==> src/rtl/sys_arr_2x2.sv <==
// 2x2 weight-stationary systolic array of 8-bit unsigned MAC elements.
// Data and active move right along rows; sums, weights and write enables move down columns.
module sys_arr_2x2 (
    input  logic        clk,
    input  logic        reset,
    input  logic        active,
    input  logic [15:0] datain,
    input  logic [15:0] win,
    input  logic [31:0] sumin,
    input  logic [1:0]  wwrite,
    output logic [15:0] maccout1,
    output logic [15:0] maccout2,
    output logic [7:0]  wout1,
    output logic [7:0]  wout2,
    output logic        wwriteout1,
    output logic        wwriteout2,
    output logic        activeout1,
    output logic        activeout2,
    output logic [7:0]  dataout1,
    output logic [7:0]  dataout2
);

    logic [7:0]  pe_data   [2][2];
    logic        pe_active [2][2];
    logic [15:0] pe_sum    [2][2];
    logic [7:0]  pe_wpass  [2][2];
    logic        pe_wwrite [2][2];

    genvar gi, gj;
    generate
        for (gi = 0; gi < 2; gi++) begin : g_row
            for (gj = 0; gj < 2; gj++) begin : g_col
                logic [7:0]  data_in;
                logic [7:0]  win_in;
                logic        active_in;
                logic        wwrite_in;
                logic [15:0] sum_in;
                logic [15:0] product;
                logic [15:0] sum_next;

                logic [7:0]  w_reg;
                logic [7:0]  data_reg;
                logic [7:0]  wpass_reg;
                logic        active_reg;
                logic        wwrite_reg;
                logic [15:0] sum_reg;

                if (gj == 0) begin : g_data_edge
                    assign data_in = datain[gi*8 +: 8];
                end else begin : g_data_inner
                    assign data_in = pe_data[gi][gj-1];
                end

                // Column 0 of row 1 takes active from PE(0,0), matching the caller's row-1 skew.
                if (gi == 0 && gj == 0) begin : g_act_port
                    assign active_in = active;
                end else if (gj == 0) begin : g_act_down
                    assign active_in = pe_active[0][0];
                end else begin : g_act_left
                    assign active_in = pe_active[gi][gj-1];
                end

                if (gi == 0) begin : g_col_edge
                    assign sum_in    = sumin[gj*16 +: 16];
                    assign win_in    = win[gj*8 +: 8];
                    assign wwrite_in = wwrite[gj];
                end else begin : g_col_inner
                    assign sum_in    = pe_sum[gi-1][gj];
                    assign win_in    = pe_wpass[gi-1][gj];
                    assign wwrite_in = pe_wwrite[gi-1][gj];
                end

                // The MAC uses the weight held before this edge, even when a write lands now.
                assign product  = {8'd0, data_in} * {8'd0, w_reg};
                assign sum_next = sum_in + product;

                always_ff @(posedge clk or posedge reset) begin
                    if (reset) begin
                        w_reg      <= '0;
                        data_reg   <= '0;
                        wpass_reg  <= '0;
                        active_reg <= 1'b0;
                        wwrite_reg <= 1'b0;
                        sum_reg    <= '0;
                    end else begin
                        wpass_reg  <= win_in;
                        wwrite_reg <= wwrite_in;
                        data_reg   <= data_in;
                        active_reg <= active_in;
                        if (wwrite_in) begin
                            w_reg <= win_in;
                        end
                        if (active_in) begin
                            sum_reg <= sum_next;
                        end
                    end
                end

                assign pe_data[gi][gj]   = data_reg;
                assign pe_active[gi][gj] = active_reg;
                assign pe_sum[gi][gj]    = sum_reg;
                assign pe_wpass[gi][gj]  = wpass_reg;
                assign pe_wwrite[gi][gj] = wwrite_reg;
            end
        end
    endgenerate

    assign maccout1   = pe_sum[1][0];
    assign maccout2   = pe_sum[1][1];
    assign wout1      = pe_wpass[1][0];
    assign wout2      = pe_wpass[1][1];
    assign wwriteout1 = pe_wwrite[1][0];
    assign wwriteout2 = pe_wwrite[1][1];
    assign dataout1   = pe_data[0][1];
    assign dataout2   = pe_data[1][1];
    assign activeout1 = pe_active[0][1];
    assign activeout2 = pe_active[1][1];

endmodule

==> config.mk <==
export PLATFORM = sky130hd
export DESIGN_NAME = sys_arr_2x2
export DESIGN_NICKNAME = d
export VERILOG_FILES = /design/src/rtl/sys_arr_2x2.sv
export SDC_FILE = /design/constraint.sdc
export NUM_CORES = 1
export LEC_CHECK = 0
export ABC_AREA = 1
export BUFFER_PORTS_ARGS = -buffer_cell sky130_fd_sc_hd__buf_2
export CAP_MARGIN = 15
export CORE_MARGIN = 3
export CORE_UTILIZATION = 30
export CTS_BUF_LIST = sky130_fd_sc_hd__clkbuf_8
export DETAILED_ROUTE_END_ITERATION = 6
export SETUP_SLACK_MARGIN = 0.3
export SLEW_MARGIN = 15
export SYNTH_ARGS = -nofsm -noshare
export SYNTH_HDL_FRONTEND = slang
export SYNTH_SLANG_ARGS = --single-unit
==> constraint.sdc <==
create_clock -name clk -period 5.97 [get_ports clk]
set_input_delay 0.597 -clock clk [delete_from_list [all_inputs] [get_ports clk]]
set_output_delay 0.597 -clock clk [all_outputs]
set_load 0.03 [all_outputs]
-- Word level (Yosys, flattened, before mapping)
Index checks and enable logic that the tools add are counted.
- bits in registers: 167
- output and inout bits: 68
- add/subtract/negate cells: 4
- $mul: 4
- operators with widths (cell ; count):
    16-bit adder ; 4
    8-bit by 8-bit multiplier with 16-bit output ; 4

-- Longest topological paths before layout
- depth after elaboration: 2
- gate-level depth with buffers: 21
- gate-level depth less buffers: 20

-- Worst setup path before layout
Ideal clock, no wire load.
- path type: input to register
- start: in datain[15]
- end: reg g_row[1].g_col[0].sum_reg[15], in the netlist maccout1[15]
- slack: 1952 ps
- path buffers: 1
- arrival: 3900 ps
- cell stages on the path: 19
- path through: clkbuf_1 -> nand2_1 -> fa_1 -> inv_1 -> fa_1 -> fa_1 -> inv_1 -> fa_1 -> inv_1 -> ha_1 -> nand2_1 -> inv_2 -> nand2_1 -> nor2_1 -> nand2_1 -> nand3_1 -> nand2_1 -> nand3_1 -> nand2_1
- cells in the longest elaborated chain, start to end: 2
- RTL lines (element ; RTL line ; text):
    from (decl) ; 7 ; input logic [15:0] datain,
    8-bit by 8-bit multiplier with 16-bit output ; 74 ; assign product = {8'd0, data_in} * {8'd0, w_reg};
    16-bit adder ; 75 ; assign sum_next = sum_in + product;
    to (signal assigned) ; 94 ; sum_reg <= sum_next;
    to (decl) ; 46 ; logic [15:0] sum_reg;
No other way between the ends.
A chain may end at the register's enable or synchronous reset.

-- Worst setup path in the final report
- start: reg g_row[1].g_col[0].data_reg[7]
- end: reg g_row[1].g_col[1].sum_reg[10], in the netlist maccout2[10]
- cells in the longest elaborated chain, start to end: 2
- RTL lines (element ; RTL line ; text):
    from (decl) ; 42 ; logic [7:0] data_reg;
    from (signal assigned) ; 88 ; data_reg <= data_in;
    8-bit by 8-bit multiplier with 16-bit output ; 74 ;
    16-bit adder ; 75 ;
    to (signal assigned) ; 94 ;
    to (decl) ; 46 ;
No other way between the ends.

==> reports/qor.txt <==
status: completed
Residual DRC: 0
setup TNS: 0 ps
cell family with most CP delay: adder cells
vias per cell: 4.357
worst setup path start: g_row[1].g_col[0].data_reg[7]$_DFF_PP0_
DRT Pass-1 Iters: 5
IO buf count: 136
DR vias: 12544
post-CTS setup buffer count: 0
Worst EP required: 6390 ps
Buf/Inv on CP: 5
vias in the first global route: 13498
startpoint types: flip-flop
post-cts gate resize count: 0
WL final: 40030 um
FF-to-FF setup slack: 1680 ps
Peak supply drop: 0.3077 mV
Final Core Density: 0.3356
R2R depth: 17
gr usage total: 0.1514
Root Buffer: clkbuf_8
CTS H-tree lvls: 4
share of flip-flops with an asynchronous set or reset: 1.000
worst-skew pair later-pin latency: 550 ps
clock-pin slew on the worst setup and hold paths: 90 ps
Seq/Total Area, Yosys: 0.2533
Final Cycle Share: 0.7183
global route overflow: 0
wire per inst: 13.91 um
cell area after synthesis: 16500 um^2
GP Congestion: 0.8744
Max-cap violations: 0
met1 Use GR: 0.1899
worst min path class: primary input to async pin
WS Path Type: flip-flop to flip-flop
I/O pin cnt: 137
Synth Instances: 2093
GR peak layer: met2
PwrDens: 560.2 nW/um^2
yosys warns: 0
commonest non-fill, non-tap cell in the layout: inv_1
commonest cells after routing, fill and taps aside: inv_1 (632), nand2_1 (622), fa_1 (200)
Worst Tran Pin Value: 1029 ps
Mean Syn Cell Area: 7.882 um^2
final hold vios: 0
# placed instances: 2846
initial antenna violation count: 3
Max clock buf depth: 2
area delta synth->final: 10.12%
crit path cell chain: nand2_1 -> fa_1 -> inv_1 -> fa_1 -> fa_1 -> inv_1 -> fa_1 -> inv_1 -> ha_1 -> nand2_1 -> inv_1 -> nand2_1 -> nand2_1 -> inv_1 -> nand2_1 -> o21ai_0 -> nand2_1
CTS buffer count: 17
Fill cells: 5699
Max stage delay on crit path: 690 ps
layout cells sized above 1: 0.09716
worst-path maximum fanout: 9
Crit. End Element: flip-flop
met2 Resource Use GR: 0.2613
largest net degree at the start of global routing: 117
CTS tree: yes
Final Non-Filler Cells: 2879
min cycle time layout: 4288 ps
ANT nets after route: 0
Post-synth top flop: dfrtp_1
initial core utilization: 0.3047
number of synthesized flops with an enable pin: 0
Post-DP HPWL: 33370 um
core area: 54130 um^2
Arr. time, crit path: 4700 ps
Worst path most repeated cell: nand2_1
row count: 85
CP max stage cell: dfrtp_1
RSZ-0062 raised after global routing: no
hold_buf cts: 0
Fmax achieved: 233.2 MHz
die area: 57840 um^2
met3 Usage GRT: 0.03544
Layout Nets: 2578
Die H: 240.5 um
Storage cell area: 4179 um^2
first-pass GRT wire length: 68670 um
leak pwr: 0.01102 uW
die width: 240.5 um
Unique masters post-synth: 26
Crit. path cell count: 17
multi-input gate area in the final layout: 9617 um^2
iteration-0 DRC count of the detailed router: 643
register bit total from synthesis: 167
syn_nets: 2502
Final setup viols: 0
Slew HR: 0.3133
Clock Skew: 13.97 ps
RR Startpoint: g_row[1].g_col[0].data_reg[7]$_DFF_PP0_
clock sinks: 167
Pins Over Slew Limit: 0
total power: 10180 uW
where the power goes:
part	switching (uW)	internal (uW)	total (uW)
Clock	491	393	884
Sequential	228	1410	1640
Combinational	4850	2800	7660
worst paths after layout:
check,endpoint
min in group clk,g_row[0].g_col[1].wpass_reg[3]$_DFF_PP0_
worst max-delay path,maccout2[10]$_DFFE_PP0P_
worst min register to register,wout2[7]$_DFF_PP0_
worst max register to register,maccout2[10]$_DFFE_PP0P_
max in group asynchronous,maccout2[10]$_DFFE_PP0P_
worst min-delay path,dataout1[6]$_DFF_PP0_
cell families after synthesis:
| group | count (synthesis) | share of synthesized area |
|---|---|---|
| AND/OR/NAND/NOR | 766 | 0.1854 |
| buffers and inverters | 716 | 0.1637 |
| adder cells (fa/ha/maj) | 340 | 0.3489 |
| flip-flops | 167 | 0.2533 |
| AO/OA/AOI/OAI | 55 | 0.01775 |
| multiplexers | 32 | 0.02184 |
| XOR/XNOR | 17 | 0.009025 |
through the flow:
| stage | hold slack, ps | instance area (um^2) | worst slack, ps |
|---|---|---|---|
| CTS | 87.06 | 18160 | 1700 |
| global placement | 358.9 | 17750 | 1730 |
| global route | 106.5 | 18170 | 1387 |
| finish | 149.2 | 18170 | 1682 |
| detailed placement | 359.9 | 17750 | 1702 |
| floorplan | 348.6 | 16500 | 854.6 |
routing by layer:
metal  vias up  part of all wire
met3        39             0.052
met1      6152              0.44
met2       238              0.49
met5         -           0.00032
li1       6113                 -
met4         2             0.017
Yosys cell counts, drive strengths merged (4+ instances only):
master | count | area (um^2)
nor2 | 43 | 161.4
dfrtp | 167 | 4179
mux2 | 32 | 360.4
buf | 14 | 66.32
ha | 140 | 1752
xnor2 | 11 | 96.34
xor2 | 6 | 52.55
o21ai | 24 | 120.1
or2 | 4 | 25.02
clkbuf | 67 | 251.5
a21oi | 20 | 100.1
fa | 200 | 4004
nand2 | 625 | 2354
inv | 635 | 2384
nand3 | 73 | 385.4
o22ai | 5 | 31.28
nand4 | 19 | 118.9
final cells by class:
| cell class | instances | area share |
|---|---|---|
| tap | 696 | 0.04794 |
| sequential | 167 | 0.2300 |
| timing repair buffer | 138 | 0.03829 |
| multi-input combinational | 1210 | 0.5294 |
| clock buffer | 18 | 0.01364 |
| antenna | 1 | 0.0001378 |
| clock inverter | 14 | 0.008954 |
| inverter | 635 | 0.1316 |
worst reg2reg max path, cell delays in order, from the launching register on:
cell	delay, ps
dfrtp_1	690
nand2_1	170
fa_1	560
inv_1	60
fa_1	490
fa_1	490
inv_1	50
fa_1	470
inv_1	40
ha_1	350
nand2_1	140
inv_1	40
nand2_1	60
nand2_1	60
inv_1	50
nand2_1	50
o21ai_0	290
nand2_1	90
No activity file was read; power rests on OpenSTA's default activity.
